$ cat src/rtl/cam_alloc_ctrl_if.sv
// Request/response, invalidate and regfile CAM/write signals of cam_alloc_ctrl.
// The slave modport is the controller; the master modport is its environment.
interface cam_alloc_ctrl_if #(
  parameter int SINGLE_ENTRY_SIZE_IN_BITS = 8,
  parameter int NUM_ENTRY                 = 4,
  parameter int NUM_ENTRY_LOG2            = 2
);
  logic                                 request_valid_in;
  logic [SINGLE_ENTRY_SIZE_IN_BITS-1:0] request_tag_in;
  logic                                 request_ready_out;
  logic                                 response_valid_out;
  logic                                 response_ready_in;
  logic                                 response_hit_out;
  logic [NUM_ENTRY_LOG2-1:0]            response_index_out;
  logic                                 response_evict_out;
  logic                                 invalidate_en_in;
  logic [NUM_ENTRY-1:0]                 invalidate_mask_in;
  logic                                 cam_en_out;
  logic [SINGLE_ENTRY_SIZE_IN_BITS-1:0] cam_entry_out;
  logic [NUM_ENTRY-1:0]                 cam_result_decoded_in;
  logic                                 write_en_out;
  logic [NUM_ENTRY-1:0]                 write_entry_addr_decoded_out;
  logic [SINGLE_ENTRY_SIZE_IN_BITS-1:0] write_entry_out;
  logic [NUM_ENTRY-1:0]                 valid_bits_out;

  modport slave (
    input  request_valid_in, request_tag_in, response_ready_in,
           invalidate_en_in, invalidate_mask_in, cam_result_decoded_in,
    output request_ready_out, response_valid_out, response_hit_out,
           response_index_out, response_evict_out, cam_en_out, cam_entry_out,
           write_en_out, write_entry_addr_decoded_out, write_entry_out,
           valid_bits_out
  );

  modport master (
    output request_valid_in, request_tag_in, response_ready_in,
           invalidate_en_in, invalidate_mask_in, cam_result_decoded_in,
    input  request_ready_out, response_valid_out, response_hit_out,
           response_index_out, response_evict_out, cam_en_out, cam_entry_out,
           write_en_out, write_entry_addr_decoded_out, write_entry_out,
           valid_bits_out
  );
endinterface

$ cat src/rtl/cam_alloc_ctrl.sv
// Lookup/allocate controller in front of tri_port_regfile: CAM search, then
// hit index or allocation (first free entry, else round-robin victim).
module cam_alloc_ctrl #(
  parameter int SINGLE_ENTRY_SIZE_IN_BITS = 8,
  parameter int NUM_ENTRY                 = 4,
  parameter int NUM_ENTRY_LOG2            = 2
) (
  input logic             clk_in,
  input logic             reset_in,
  cam_alloc_ctrl_if.slave bus
);

  typedef enum logic [2:0] {IDLE, LOOKUP, COMPARE, WRITE, RESP} state_t;

  state_t                               state, state_next;
  logic [SINGLE_ENTRY_SIZE_IN_BITS-1:0] tag_reg;
  logic [NUM_ENTRY-1:0]                 valid_bits;
  logic [NUM_ENTRY_LOG2-1:0]            rr_ptr;
  logic [NUM_ENTRY_LOG2-1:0]            index_reg;
  logic                                 hit_reg;
  logic                                 evict_reg;

  logic [NUM_ENTRY-1:0]      inv_mask, valid_after_inv, match, write_onehot;
  logic                      match_any, free_any;
  logic [NUM_ENTRY_LOG2-1:0] match_idx, free_idx;

  // Priority encoders: the downward loop leaves the lowest qualifying index.
  always_comb begin
    inv_mask        = bus.invalidate_en_in ? bus.invalidate_mask_in : '0;
    valid_after_inv = valid_bits & ~inv_mask;
    match           = bus.cam_result_decoded_in & valid_after_inv;
    match_any       = |match;
    free_any        = ~&valid_after_inv;
    write_onehot    = {{(NUM_ENTRY-1){1'b0}}, 1'b1} << index_reg;
    match_idx       = '0;
    free_idx        = '0;
    for (int i = NUM_ENTRY - 1; i >= 0; i--) begin
      if (match[i])           match_idx = NUM_ENTRY_LOG2'(i);
      if (!valid_after_inv[i]) free_idx = NUM_ENTRY_LOG2'(i);
    end
  end

  // NOTE: sequential state uses non-blocking assignments so every register
  // samples the pre-edge values, independent of process ordering.
  always_ff @(posedge clk_in or posedge reset_in) begin
    if (reset_in) state <= IDLE;
    else          state <= state_next;
  end

  // NOTE: every output and state_next gets a default before the case, so no
  // path through this block can infer a latch.
  always_comb begin
    state_next                       = state;
    bus.request_ready_out            = 1'b0;
    bus.response_valid_out           = 1'b0;
    bus.response_hit_out             = 1'b0;
    bus.response_index_out           = '0;
    bus.response_evict_out           = 1'b0;
    bus.cam_en_out                   = 1'b0;
    bus.cam_entry_out                = '0;
    bus.write_en_out                 = 1'b0;
    bus.write_entry_addr_decoded_out = '0;
    bus.write_entry_out              = '0;
    unique case (state)
      IDLE: begin
        bus.request_ready_out = ~reset_in;
        if (bus.request_valid_in && !reset_in) state_next = LOOKUP;
      end
      LOOKUP: begin
        bus.cam_en_out    = 1'b1;
        bus.cam_entry_out = tag_reg;
        state_next        = COMPARE;
      end
      COMPARE: state_next = match_any ? RESP : WRITE;
      WRITE: begin
        bus.write_en_out                 = 1'b1;
        bus.write_entry_addr_decoded_out = write_onehot;
        bus.write_entry_out              = tag_reg;
        state_next                       = RESP;
      end
      RESP: begin
        bus.response_valid_out = 1'b1;
        bus.response_hit_out   = hit_reg;
        bus.response_index_out = index_reg;
        bus.response_evict_out = evict_reg;
        if (bus.response_ready_in) state_next = IDLE;
      end
      default: state_next = IDLE;
    endcase
  end

  // Only the valid bits and bookkeeping live here; regfile contents are
  // never cleared, so a reset simply forgets every entry.
  always_ff @(posedge clk_in or posedge reset_in) begin
    if (reset_in) begin
      tag_reg    <= '0;
      valid_bits <= '0;
      rr_ptr     <= '0;
      index_reg  <= '0;
      hit_reg    <= 1'b0;
      evict_reg  <= 1'b0;
    end else begin
      // A WRITE set overrides a same-cycle invalidate of that entry.
      valid_bits <= valid_after_inv | ((state == WRITE) ? write_onehot : '0);

      if (state == IDLE && bus.request_valid_in) tag_reg <= bus.request_tag_in;

      if (state == COMPARE) begin
        hit_reg <= match_any;
        if (match_any) begin
          index_reg <= match_idx;
          evict_reg <= 1'b0;
        end else if (free_any) begin
          index_reg <= free_idx;
          evict_reg <= 1'b0;
        end else begin
          index_reg <= rr_ptr;
          evict_reg <= 1'b1;
        end
      end

      if (state == WRITE && evict_reg)
        rr_ptr <= (rr_ptr == NUM_ENTRY_LOG2'(NUM_ENTRY - 1)) ? '0
                                                             : rr_ptr + NUM_ENTRY_LOG2'(1);
    end
  end

  assign bus.valid_bits_out = valid_bits;

endmodule

$ cat src/flat_wrapper.sv
// flat-port wrapper written by rule: the top's interface ports become plain ports
module cam_alloc_ctrl_flat 
#(
  parameter int SINGLE_ENTRY_SIZE_IN_BITS = 8,
  parameter int NUM_ENTRY                 = 4,
  parameter int NUM_ENTRY_LOG2            = 2
)
  (clk_in, reset_in, bus_request_valid_in, bus_request_tag_in, bus_response_ready_in, bus_invalidate_en_in, bus_invalidate_mask_in, bus_cam_result_decoded_in, bus_request_ready_out, bus_response_valid_out, bus_response_hit_out, bus_response_index_out, bus_response_evict_out, bus_cam_en_out, bus_cam_entry_out, bus_write_en_out, bus_write_entry_addr_decoded_out, bus_write_entry_out, bus_valid_bits_out);
  cam_alloc_ctrl_if #(.SINGLE_ENTRY_SIZE_IN_BITS(SINGLE_ENTRY_SIZE_IN_BITS), .NUM_ENTRY(NUM_ENTRY), .NUM_ENTRY_LOG2(NUM_ENTRY_LOG2)) bus_i ();
  input logic clk_in;
  input logic reset_in;
  input wire logic [$bits(bus_i.request_valid_in)-1:0] bus_request_valid_in;
  input wire logic [$bits(bus_i.request_tag_in)-1:0] bus_request_tag_in;
  input wire logic [$bits(bus_i.response_ready_in)-1:0] bus_response_ready_in;
  input wire logic [$bits(bus_i.invalidate_en_in)-1:0] bus_invalidate_en_in;
  input wire logic [$bits(bus_i.invalidate_mask_in)-1:0] bus_invalidate_mask_in;
  input wire logic [$bits(bus_i.cam_result_decoded_in)-1:0] bus_cam_result_decoded_in;
  output wire logic [$bits(bus_i.request_ready_out)-1:0] bus_request_ready_out;
  output wire logic [$bits(bus_i.response_valid_out)-1:0] bus_response_valid_out;
  output wire logic [$bits(bus_i.response_hit_out)-1:0] bus_response_hit_out;
  output wire logic [$bits(bus_i.response_index_out)-1:0] bus_response_index_out;
  output wire logic [$bits(bus_i.response_evict_out)-1:0] bus_response_evict_out;
  output wire logic [$bits(bus_i.cam_en_out)-1:0] bus_cam_en_out;
  output wire logic [$bits(bus_i.cam_entry_out)-1:0] bus_cam_entry_out;
  output wire logic [$bits(bus_i.write_en_out)-1:0] bus_write_en_out;
  output wire logic [$bits(bus_i.write_entry_addr_decoded_out)-1:0] bus_write_entry_addr_decoded_out;
  output wire logic [$bits(bus_i.write_entry_out)-1:0] bus_write_entry_out;
  output wire logic [$bits(bus_i.valid_bits_out)-1:0] bus_valid_bits_out;
  assign bus_i.request_valid_in = bus_request_valid_in;
  assign bus_i.request_tag_in = bus_request_tag_in;
  assign bus_i.response_ready_in = bus_response_ready_in;
  assign bus_i.invalidate_en_in = bus_invalidate_en_in;
  assign bus_i.invalidate_mask_in = bus_invalidate_mask_in;
  assign bus_i.cam_result_decoded_in = bus_cam_result_decoded_in;
  assign bus_request_ready_out = bus_i.request_ready_out;
  assign bus_response_valid_out = bus_i.response_valid_out;
  assign bus_response_hit_out = bus_i.response_hit_out;
  assign bus_response_index_out = bus_i.response_index_out;
  assign bus_response_evict_out = bus_i.response_evict_out;
  assign bus_cam_en_out = bus_i.cam_en_out;
  assign bus_cam_entry_out = bus_i.cam_entry_out;
  assign bus_write_en_out = bus_i.write_en_out;
  assign bus_write_entry_addr_decoded_out = bus_i.write_entry_addr_decoded_out;
  assign bus_write_entry_out = bus_i.write_entry_out;
  assign bus_valid_bits_out = bus_i.valid_bits_out;
  cam_alloc_ctrl #(.SINGLE_ENTRY_SIZE_IN_BITS(SINGLE_ENTRY_SIZE_IN_BITS), .NUM_ENTRY(NUM_ENTRY), .NUM_ENTRY_LOG2(NUM_ENTRY_LOG2)) u_core (.clk_in(clk_in), .reset_in(reset_in), .bus(bus_i));
endmodule
$ cat config.mk
export PLATFORM = sky130hd
export DESIGN_NAME = cam_alloc_ctrl_flat
export DESIGN_NICKNAME = d
export VERILOG_FILES = /design/src/rtl/cam_alloc_ctrl_if.sv /design/src/rtl/cam_alloc_ctrl.sv /design/src/flat_wrapper.sv
export SDC_FILE = /design/constraint.sdc
export NUM_CORES = 1
export LEC_CHECK = 0
export BUFFER_PORTS_ARGS = -buffer_cell sky130_fd_sc_hd__buf_2
export CAP_MARGIN = 20
export CELL_PAD_IN_SITES_DETAIL_PLACEMENT = 1
export CELL_PAD_IN_SITES_GLOBAL_PLACEMENT = 1
export CORE_MARGIN = 1
export CORE_UTILIZATION = 37
export DETAILED_ROUTE_END_ITERATION = 16
export GPL_TIMING_DRIVEN = 0
export PLACE_DENSITY = 0.83
export SYNTH_ARGS = -nofsm -noshare
export SYNTH_HDL_FRONTEND = slang
export SYNTH_SLANG_ARGS = --single-unit
export TNS_END_PERCENT = 10
$ cat constraint.sdc
create_clock -name clk_in -period 4.65 [get_ports clk_in]
set_input_delay 1.1625 -clock clk_in [delete_from_list [all_inputs] [get_ports clk_in]]
set_output_delay 1.1625 -clock clk_in [all_outputs]
set_load 0.01 [all_outputs]
== Word-level counts from Yosys, hierarchy flattened ==
Cells that the tools add are included.
Word-level totals
  logic and storage cells: 57
  register bits after elaboration: 21
  ROM bits: 0
  input bits: 21
  RAM bits: 0
  bits in latches: 0
  output and inout bits: 32
  memories: 0
Cells by class
  add/sub/neg operators: 1
  multipliers: 0
  reductions and logical operators: 8
  multiplexer cells: 28
  bitwise gates (word level): 5
  equality and inequality tests: 7
  shift operators: 1
  div/mod/pow operators: 0
  $lt $le $gt $ge: 0
Operators with widths (number)
  $mux W2: 12
  $mux W8: 2
  $pmux W3 S5: 1
  $mux W3: 3
  $and A4 B4 Y4: 2
  $mux W1: 8
  $mux W4: 2
  $eq A3 B2 Y1 const B: 2
  $not A4 Y4: 1
  $or A4 B4 Y4: 1
  $reduce_and A4 Y1: 1
  $reduce_or A4 Y1: 1
  $shl A1 B2 Y4 const A: 1
  $eq A3 B1 Y1 const B: 1
  $eq A3 B3 Y1 const B: 1
  $logic_and A1 B1 Y1: 3
  $logic_not A3 Y1: 1
  $add A2 B1 Y2 const B: 1
  $eq A2 B2 Y1 const B: 1
  $ne A2 B1 Y1 const B: 1
  $ne A2 B2 Y1 const B: 1
  $reduce_and A2 Y1: 1
  $logic_not A1 Y1: 1
  $not A1 Y1: 1

== Logic depth before layout (Yosys ltp) ==
Gate-level depths: netlist (run 1).
  depth after elaboration: 9
  depth in mapped cells: 5
  depth with buffers taken out: 4

== Worst setup path after synthesis (run 1) ==
OpenSTA, ideal clock, no wires.
  kind: input-to-output
  start: in reset_in
  end: out bus_request_ready_out
  arrival time: 1515 ps
  stages: 1
  slack: 1972 ps
  data required time: 3488 ps
  buffers on the path: 0
  path through: nor4_1
Between the ends
  word-level cells in the longest chain between the ends: 2
RTL lines
  from (decl): line flat_wrapper.sv:11  | input logic reset_in;
  $not A1 Y1: line cam_alloc_ctrl.sv:66  | bus.request_ready_out = ~reset_in;
  $mux W1: line cam_alloc_ctrl.sv:64  | unique case (state)
  to (decl): line flat_wrapper.sv:18  | output wire logic [$bits(bus_i.request_ready_out)-1:0] bus_request_ready_out;
Every way passes these cells.

== Worst setup path in the final report (run 1) ==
  start: reg u_core.state[1]
  end: out bus_response_index_out[0]
Between the ends
  word-level cells in the longest chain between the ends: 2
RTL lines
  from (decl): line cam_alloc_ctrl.sv:15  | state_t state, state_next;
  from (signal assigned): line cam_alloc_ctrl.sv:47  | else state <= state_next;
  $eq A3 B3 Y1: line cam_alloc_ctrl.sv:64
  $mux W2: line cam_alloc_ctrl.sv:64
  to (decl): line flat_wrapper.sv:21  | output wire logic [$bits(bus_i.response_index_out)-1:0] bus_response_index_out;
Every way passes these cells.

==> flow_summary.yaml, run 1 <==
outcome:
  outcome: "completed"
placement:
  placed_cell_area_um2: 1490
  place_congestion: 0.794
  port_buffers: 52
  place_ws_ns: 1.89
  dp_hpwl_mm: 2.31
route:
  routed-via-count: 1065
  drt_iter0_drc: 31
  detail-route-antenna-nets: 0
  vias_per_cell: 5.02
  wl_per_cell_um: 13.4
  wl_mm: 2.85
  drcViolationCount: 0
  first_pass_iters: 4
timing:
  finalHoldViolCount: 0
  max_freq_ghz: 0.350
  finalCriticalPeriod_ns: 2.85
  setup_slack_ns: 1.80
  period_share: 0.614
  max_slew_margin: 0.471
  rsz0062_at_grt: "false"
  setup_violations: 0
  tightest_slew_ns: 0.793
  slew_viol_final: 0
  skew_ns: 0.00241
  setup_tns_ns: 0
clocking:
  cts_buffers: 3
  cts_hold_buf: 0
  cts.clk_slew.worst_paths_ns: 0.12
  clk-insertion-delay-late_ns: 0.31
  cts-root-buf: "clkbuf_4"
  clock_sinks: 21
  post_cts_resized: 0
  h-tree-depth: 1
  cts_tree: "yes"
  postCtsSetupBuffers: 0
  clockBufferDepth: 2
power_and_ir_drop:
  sw_frac_of_total: 0.378
  seqPwrFrac: 0.409
  power.leakage_uw: 0.000825
  ir_drop_mv: 0.206
  p_per_area_nw_per_um2: 480
  clkPwrFrac: 0.123
  p_comb_frac: 0.468
  internal_power_uw: 454
  power_switching_uw: 276
  finalPower_uw: 730
finish:
  register_area_um2: 526
  fin_area_um2: 1520
  drive_gt1_frac: 0.470
  largest_reg_flops: 8
  diodes: 0
  utilization: 0.502
  fillCellCount: 369
  multi_input_area_um2: 603
  syn2layout_area_growth_pct: 29.1
  nets: 191
yosys:
  synth_top_area_share: 0.446
  synthSimpleGateAreaFrac: 0.271
  synthAdderAreaFrac: 0.0106
  synthMuxAreaShare: 0.0860
  synth_compound_area_frac: 0.144
  synth_edf_count: 0
  synthDistinctLibCells: 37
  avgSynthCellArea_um2: 10.5
  synth-xor-area-share: 0
  ys_warn_count: 0
  synth_area_leaders: "dfrtp_1 (45%), and2_1 (11%), mux2_2 (8.6%), nand2_1 (3.5%), o21ai_0 (3.0%)"
  yosysTopAreaCell: "dfrtp_1"
  synth_area_um2: 1180
  synth_cells: 112
  synth_top_flop_cell: "dfrtp_1"
  ys_async_sr_fraction: 1.00
  ys_ff_latch: 21
  synth_top_family_by_area: "simple AND/OR/NAND/NOR gates"
  synth_common_cells: "dfrtp_1 (21), and2_1 (20), nand2_1 (11)"
  yosysMostFrequentCell: "dfrtp_1"
  yosysSeqAreaShare: 0.446
  synth_fp_nets: 134
floorplanning:
  core_um2: 3030
  fp.dieArea_um2: 3420
  start_util: 0.389
  io_pins: 53
  row_count: 20
  die_h_um: 58.4
  die_w_um: 58.4
critical_path:
  worstPathMaxFanout: 7
  path_buf_inv: 2
  cp-end-kind: "output port"
  start_kind: "flop"
  path_class: "reg -> out"
  cp.required_ns: 3.49
  slowest_delay_ns: 0.51
  arrival_ns: 1.69
  crit_slowest_cell: "nor3b_1"
  cp_top_family: "simple AND/OR/NAND/NOR gates"
  crit_chain: "buf_8, nor3b_1, and2_1, buf_2"
global_route:
  grt_pass1_wl_mm: 4.81
  grt_pass1_vias: 1045
  track_usage: 0.180
  grt_overflow: 0
  antenna_found_initial: 0
  grt_max_degree: 22
run:
  cap_violations: 0
worst_hold_path:
  holdCritPathClass: "reg -> reg"
-- routing by layer --
layer	part of all wire	vias to the layer above	GRT usage
li1	-	504	-
met1	0.43	518	0.221
met2	0.51	41	0.333
met3	0.057	2	0.0242
met4	0.0060	0	0.0408
met5	0	-	0
-- stage by stage --
stage	std cells	hold slack, ns
6_report	212	0.501
5_1_grt	212	0.535
4_1_cts	212	0.504
3_5_place_dp	208	0.476
3_3_place_gp	208	0.469
2_1_floorplan	112	0.456
-- layout by cell type (no fill, tap or decap), types with 2 or more instances in the layout --
cell	instances
buf_2	53
dfrtp_1	21
and2_1	20
nand2_1	11
mux2_2	9
o21ai_0	7
inv_1	5
nor2_1	4
o21a_1	3
clkbuf_4	3
nor3b_1	2
a21bo_2	2
nor3_1	2
-- path summary, 6_finish.rpt --
kind / cells past startpoint / from / end / slack [ns]
worst min-delay path: 1 / u_core.hit_reg$_DFFE_PP0N_ / u_core.hit_reg$_DFFE_PP0N_ / 0.50
worst max-delay path: 4 / u_core.state[1]$_DFFE_PP0P_ / bus_response_index_out[0] / 1.80
worst max register to register: 3 / u_core.state[2]$_DFFE_PP0P_ / u_core.tag_reg[1]$_DFFE_PP0P_ / 3.03
min in group asynchronous: 2 / reset_in / u_core.tag_reg[7]$_DFFE_PP0P_ / 1.01
max in group asynchronous: 2 / reset_in / u_core.state[1]$_DFFE_PP0P_ / 3.16
worst min register to register: 1 / u_core.hit_reg$_DFFE_PP0N_ / u_core.hit_reg$_DFFE_PP0N_ / 0.50
-- logic make-up (layout without fill, tap and decap cells) --
| family | after synthesis | in the layout |
|---|---|---|
| simple gates | 51 | 51 |
| compound gates | 22 | 22 |
| flops | 21 | 21 |
| mux | 9 | 9 |
| buf+inv | 8 | 64 |
| fa+ha+maj | 1 | 1 |
-- power by group through the flow --
stage | clock network, µW | registers (µW) | logic [µW]
global placement | 0 | 297 | 335
floorplan | 0 | 290 | 243
finish | 90.0 | 299 | 342
detailed placement | 0 | 304 | 349
global route | 100 | 311 | 380
CTS | 92.9 | 301 | 350
-- cell type report --
type | count | area share
inverter | 5 | 0.0123
tap | 44 | 0.0362
buffer | 3 | 0.0206
clock inverter | 1 | 0.00329
timing repair buffer | 52 | 0.171
multi-input combinational | 83 | 0.396
sequential | 21 | 0.345
clock buffer | 3 | 0.0148
No activity file was read; power rests on OpenSTA's default activity.
==> run 2, diff against run 1 <==
- ABC_AREA: not set -> 1
- CORE_UTILIZATION: 37 -> 31
- PLACE_DENSITY: 0.83 -> 0.77
- clock period: 4.65 -> 2.93 ns (I/O delays scaled with it)
==> flow_summary.yaml, run 2 <==
outcome:
  outcome: "completed"
yosys:
  synth_edf_count: 0
  yosysTopAreaCell: "dfrtp_1"
  synth_top_flop_cell: "dfrtp_1"
  synth_fp_nets: 178
  synth_area_leaders: "dfrtp_1 (46%), nor2_1 (12%), nand2_1 (9.2%), inv_1 (8.2%), a21oi_1 (6.2%)"
  synth_common_cells: "nor2_1 (37), nand2_1 (28), inv_1 (25)"
  yosysMostFrequentCell: "nor2_1"
  yosysSeqAreaShare: 0.462
  synth_top_area_share: 0.462
  synthDistinctLibCells: 20
  avgSynthCellArea_um2: 7.30
  ys_ff_latch: 21
  ys_warn_count: 0
  synth_cells: 156
  ys_async_sr_fraction: 1.00
  synth_area_um2: 1140
timing:
  skew_ns: 0.00121
  max_slew_margin: 0.427
  period_share: 0.791
  setup_tns_ns: 0
  finalCriticalPeriod_ns: 2.32
  setup_violations: 0
  slew_viol_final: 0
  finalHoldViolCount: 0
  rsz0062_at_grt: "false"
  max_freq_ghz: 0.432
  whs_ns: 0.544
  tightest_slew_ns: 0.859
clocking:
  cts_buffers: 3
  clk-insertion-delay-late_ns: 0.31
  h-tree-depth: 1
  clock_sinks: 21
  cts_tree: "yes"
  cts-root-buf: "clkbuf_4"
  clockBufferDepth: 2
  cts_hold_buf: 0
  postCtsSetupBuffers: 0
  cts.clk_slew.worst_paths_ns: 0.12
  post_cts_resized: 0
critical_path:
  start_kind: "flop"
  crit_end: "bus_write_entry_addr_decoded_out[2]"
  r2r_start: "u_core.state[2]$_DFFE_PP0P_"
  cp-end-kind: "output port"
  r2r-end: "u_core.index_reg[1]$_DFFE_PP0N_"
  worstPathMaxFanout: 5
  arrival_ns: 1.58
  path_class: "reg -> out"
  cp.required_ns: 2.20
  ff2ff_setup_slack_ns: 1.55
  cp-startpoint: "u_core.state[2]$_DFFE_PP0P_"
  r2r_cells: 7
run:
  cap_violations: 0
route:
  drcViolationCount: 0
  drt_iter0_drc: 42
  routed-via-count: 1194
  vias_per_cell: 4.63
  first_pass_iters: 4
  wl_mm: 3.31
  wl_per_cell_um: 12.8
  detail-route-antenna-nets: 0
floorplanning:
  io_pins: 53
  row_count: 21
  fp.dieArea_um2: 3920
  die_h_um: 62.6
  die_w_um: 62.6
  start_util: 0.333
  core_um2: 3420
power_and_ir_drop:
  clkPwrFrac: 0.123
  p_comb_frac: 0.502
  power_switching_uw: 534
  power.leakage_uw: 0.000897
  sw_frac_of_total: 0.453
  ir_drop_mv: 0.332
  seqPwrFrac: 0.375
  internal_power_uw: 645
  p_per_area_nw_per_um2: 794
worst_hold_path:
  holdCritPathClass: "reg -> reg"
  min_from: "u_core.tag_reg[7]$_DFFE_PP0P_"
placement:
  placed_cell_area_um2: 1460
  port_buffers: 52
  place_congestion: 0.769
  dp_hpwl_mm: 2.77
global_route:
  grt_max_degree: 23
  track_usage: 0.186
  grt_pass1_vias: 1304
  grt_pass1_wl_mm: 5.87
  antenna_found_initial: 0
  grt_overflow: 0
finish:
  syn2layout_area_growth_pct: 30.3
  drive_gt1_frac: 0.325
  utilization: 0.434
  final_cell_mix: "buf_2 (52), nor2_1 (37), nand2_1 (28), inv_1 (25), dfrtp_1 (21)"
  nets: 235
  diodes: 0
  final_common_cell: "buf_2"
  fin_area_um2: 1480
  largest_reg_flops: 8
## run 2: cell types whose count changed after synthesis, sizes merged, moves of 3 or more
cell | before | now
and2 | 20 | 0
mux2 | 9 | 0
nor3b | 3 | 0
a21oi | 1 | 14
nand2 | 11 | 33
inv | 5 | 28
nor2 | 4 | 41
## run 2: power by group through the flow
stage | combinational, µW | clock [µW] | sequential, µW
floorplan | 393 | 0 | 442
global placement | 567 | 0 | 443
detailed placement | 597 | 0 | 450
CTS | 600 | 150 | 443
global route | 672 | 163 | 458
finish | 592 | 145 | 442
## run 2: per-layer routing
metal | part of all wire | GRT usage | vias to the layer above
met2 | 0.54 | 0.349 | 23
met4 | 0.012 | 0.0523 | 0
met5 | 0 | 0 | -
met1 | 0.43 | 0.222 | 579
li1 | - | - | 588
met3 | 0.018 | 0.0164 | 4
## run 2: worst min path at each step
stage | to | depth (start not counted)
2_1_floorplan | u_core.tag_reg[0]$_DFFE_PP0P_ | 2
3_3_place_gp | u_core.tag_reg[7]$_DFFE_PP0P_ | 2
3_5_place_dp | u_core.tag_reg[7]$_DFFE_PP0P_ | 2
4_1_cts | u_core.tag_reg[7]$_DFFE_PP0P_ | 2
5_1_grt | u_core.tag_reg[7]$_DFFE_PP0P_ | 2
6_report | u_core.tag_reg[7]$_DFFE_PP0P_ | 2
## run 2: cell families after synthesis
kind of cell | share of synthesized area
DFF | 0.462
adders and majority gates | 0.0110
buffers and inverters | 0.104
and+or+nand+nor | 0.303
AOI/OAI and AO/OA | 0.120
## run 2: per-stage QoR
stage / total power [µW] / worst slack (ns) / std cells
CTS: 1190 / 0.595 / 258
detailed placement: 1050 / 0.966 / 254
floorplan: 835 / 1.08 / 156
global route: 1290 / 0.462 / 258
global placement: 1010 / 1.01 / 254
finish: 1180 / 0.613 / 258
## run 2: worst max-delay path, cell delays in order, from the launching register on
cell	delay, ns
dfrtp_1	0.40
inv_1	0.11
nand2_1	0.14
nor2_4	0.18
nand2_1	0.15
nor2_1	0.13
buf_2	0.14
## run 2: cell type report
| type | count | area [µm²] |
|---|---|---|
| repair buffers | 52 | 260 |
| plain buffers | 1 | 11.3 |
| flip-flops and latches | 21 | 526 |
| well taps | 46 | 57.6 |
| fillers | 462 | 1930 |
| clock buffers | 3 | 22.5 |
| clock inverters | 1 | 5.00 |
| inverters | 28 | 108 |
| multi-input cells | 106 | 494 |
==> run 3, diff against run 2 <==
- clock period: 2.93 -> 2.2 ns (I/O delays scaled with it)
==> flow_summary.yaml, run 3 (same netlist as run 2, synthesis figures left out) <==
outcome:
  outcome: "completed"
timing:
  setup_tns_ns: 0
  finalHoldViolCount: 0
  max_freq_ghz: 0.487
  setup_violations: 0
  max_slew_margin: 0.427
  setup_slack_ns: 0.146
  skew_ns: 0.00223
  slew_viol_final: 0
  tightest_slew_ns: 0.858
  finalCriticalPeriod_ns: 2.05
  whs_ns: 0.410
  period_share: 0.934
  rsz0062_at_grt: "true"
clocking:
  cts.clk_slew.worst_paths_ns: 0.12
  cts_tree: "yes"
  cts_buffers: 3
  cts_hold_buf: 0
  clock_sinks: 21
  clk-insertion-delay-late_ns: 0.31
  clockBufferDepth: 2
  h-tree-depth: 1
  cts-root-buf: "clkbuf_4"
placement:
  place_ws_ns: 0.419
  place_congestion: 0.769
  port_buffers: 52
  dp_hpwl_mm: 2.77
  placed_cell_area_um2: 1460
route:
  route.met2.wl_mm: 1.80
  highest_layer: "met4"
  wl_per_cell_um: 12.8
  wl_met1_mm: 1.42
  dr_wl_met3_um: 58
  wl_mm: 3.31
  detail-route-antenna-nets: 0
  vias_per_cell: 4.62
  drt_iter0_drc: 42
  first_pass_iters: 4
  drcViolationCount: 0
  routed-via-count: 1192
global_route:
  grt_overflow: 0
  antenna_found_initial: 0
  grt_pass1_wl_mm: 5.87
  grt_max_degree: 23
  track_usage: 0.186
  grt_pass1_vias: 1304
critical_path:
  r2r_start: "u_core.state[2]$_DFFE_PP0P_"
  cp.required_ns: 1.65
  cp-end-kind: "output port"
  arrival_ns: 1.50
  start_kind: "flop"
  r2r-end: "u_core.index_reg[1]$_DFFE_PP0N_"
  path_class: "reg -> out"
  cp-startpoint: "u_core.state[0]$_DFFE_PP0P_"
  ff2ff_setup_slack_ns: 0.91
  worstPathMaxFanout: 5
  r2r_cells: 7
floorplanning:
  start_util: 0.333
  core_um2: 3420
  die_h_um: 62.6
  row_count: 21
  fp.dieArea_um2: 3920
  io_pins: 53
  die_w_um: 62.6
finish:
  final_common_cell: "buf_2"
  syn2layout_area_growth_pct: 31.0
  diodes: 0
  nets: 235
  final_cell_mix: "buf_2 (52), nor2_1 (37), nand2_1 (25), inv_1 (24), dfrtp_1 (21)"
  largest_reg_flops: 8
  fin_area_um2: 1490
  drive_gt1_frac: 0.344
worst_hold_path:
  holdCritPathClass: "in -> async"
power_and_ir_drop:
  ir_drop_mv: 0.442
  power.leakage_uw: 0.000898
  p_per_area_nw_per_um2: 1060
run:
  cap_violations: 0
[run 3: repair_timing]
item / CTS / global route
hold endpoints to repair: 0 / 0
resized for setup: 0 / 4
setup buffers: 0 / 0
setup endpoints to repair: 0 / 6
[run 3: metal layers]
layer	global-route usage	vias to the layer above
li1	-	588
met1	0.222	577
met2	0.349	23
met3	0.0164	4
met4	0.0523	0
met5	0	-
[run 3: worst max-delay path: stages, from the launching register on]
cell,delay (ns)
dfrtp_1,0.47
nor3_1,0.28
inv_1,0.16
nor2_1,0.14
buf_2,0.15
[run 3: how the worst max path moves through the flow]
stage,slack [ns],cells after the start,end
3_5_place_dp,0.42,6,bus_write_entry_addr_decoded_out[2]
5_1_grt,0.0007,4,bus_cam_entry_out[5]
3_3_place_gp,0.46,6,u_core.state[0]$_DFFE_PP0P_
4_1_cts,0.05,6,bus_write_entry_addr_decoded_out[2]
2_1_floorplan,0.53,3,bus_response_evict_out
6_report,0.15,4,bus_response_evict_out
[run 3: layout make-up]
class / count / area [µm²]
plain buffers: 1 / 11.3
clock buffers: 3 / 22.5
clock inverters: 1 / 5.00
fillers: 461 / 1920
inverters: 28 / 108
multi-input cells: 106 / 502
flip-flops and latches: 21 / 526
well taps: 46 / 57.6
repair buffers: 52 / 260
[run 3: power by group]
| group | total (µW) | switching (µW) | leakage (µW) | internal [µW] |
|---|---|---|---|---|
| Sequential | 593 | 71.5 | 0.000258 | 521 |
| Combinational | 796 | 523 | 0.000623 | 274 |
| Clock | 192 | 124 | 0.0000177 | 67.9 |
[run 3: per-stage QoR]
step	util	instances	total power, µW
after floorplan	-	156	1110
after global placement	0.426	254	1340
after detailed placement	0.426	254	1390
after CTS	0.434	258	1590
after global routing	0.437	258	1730
final	0.437	258	1580
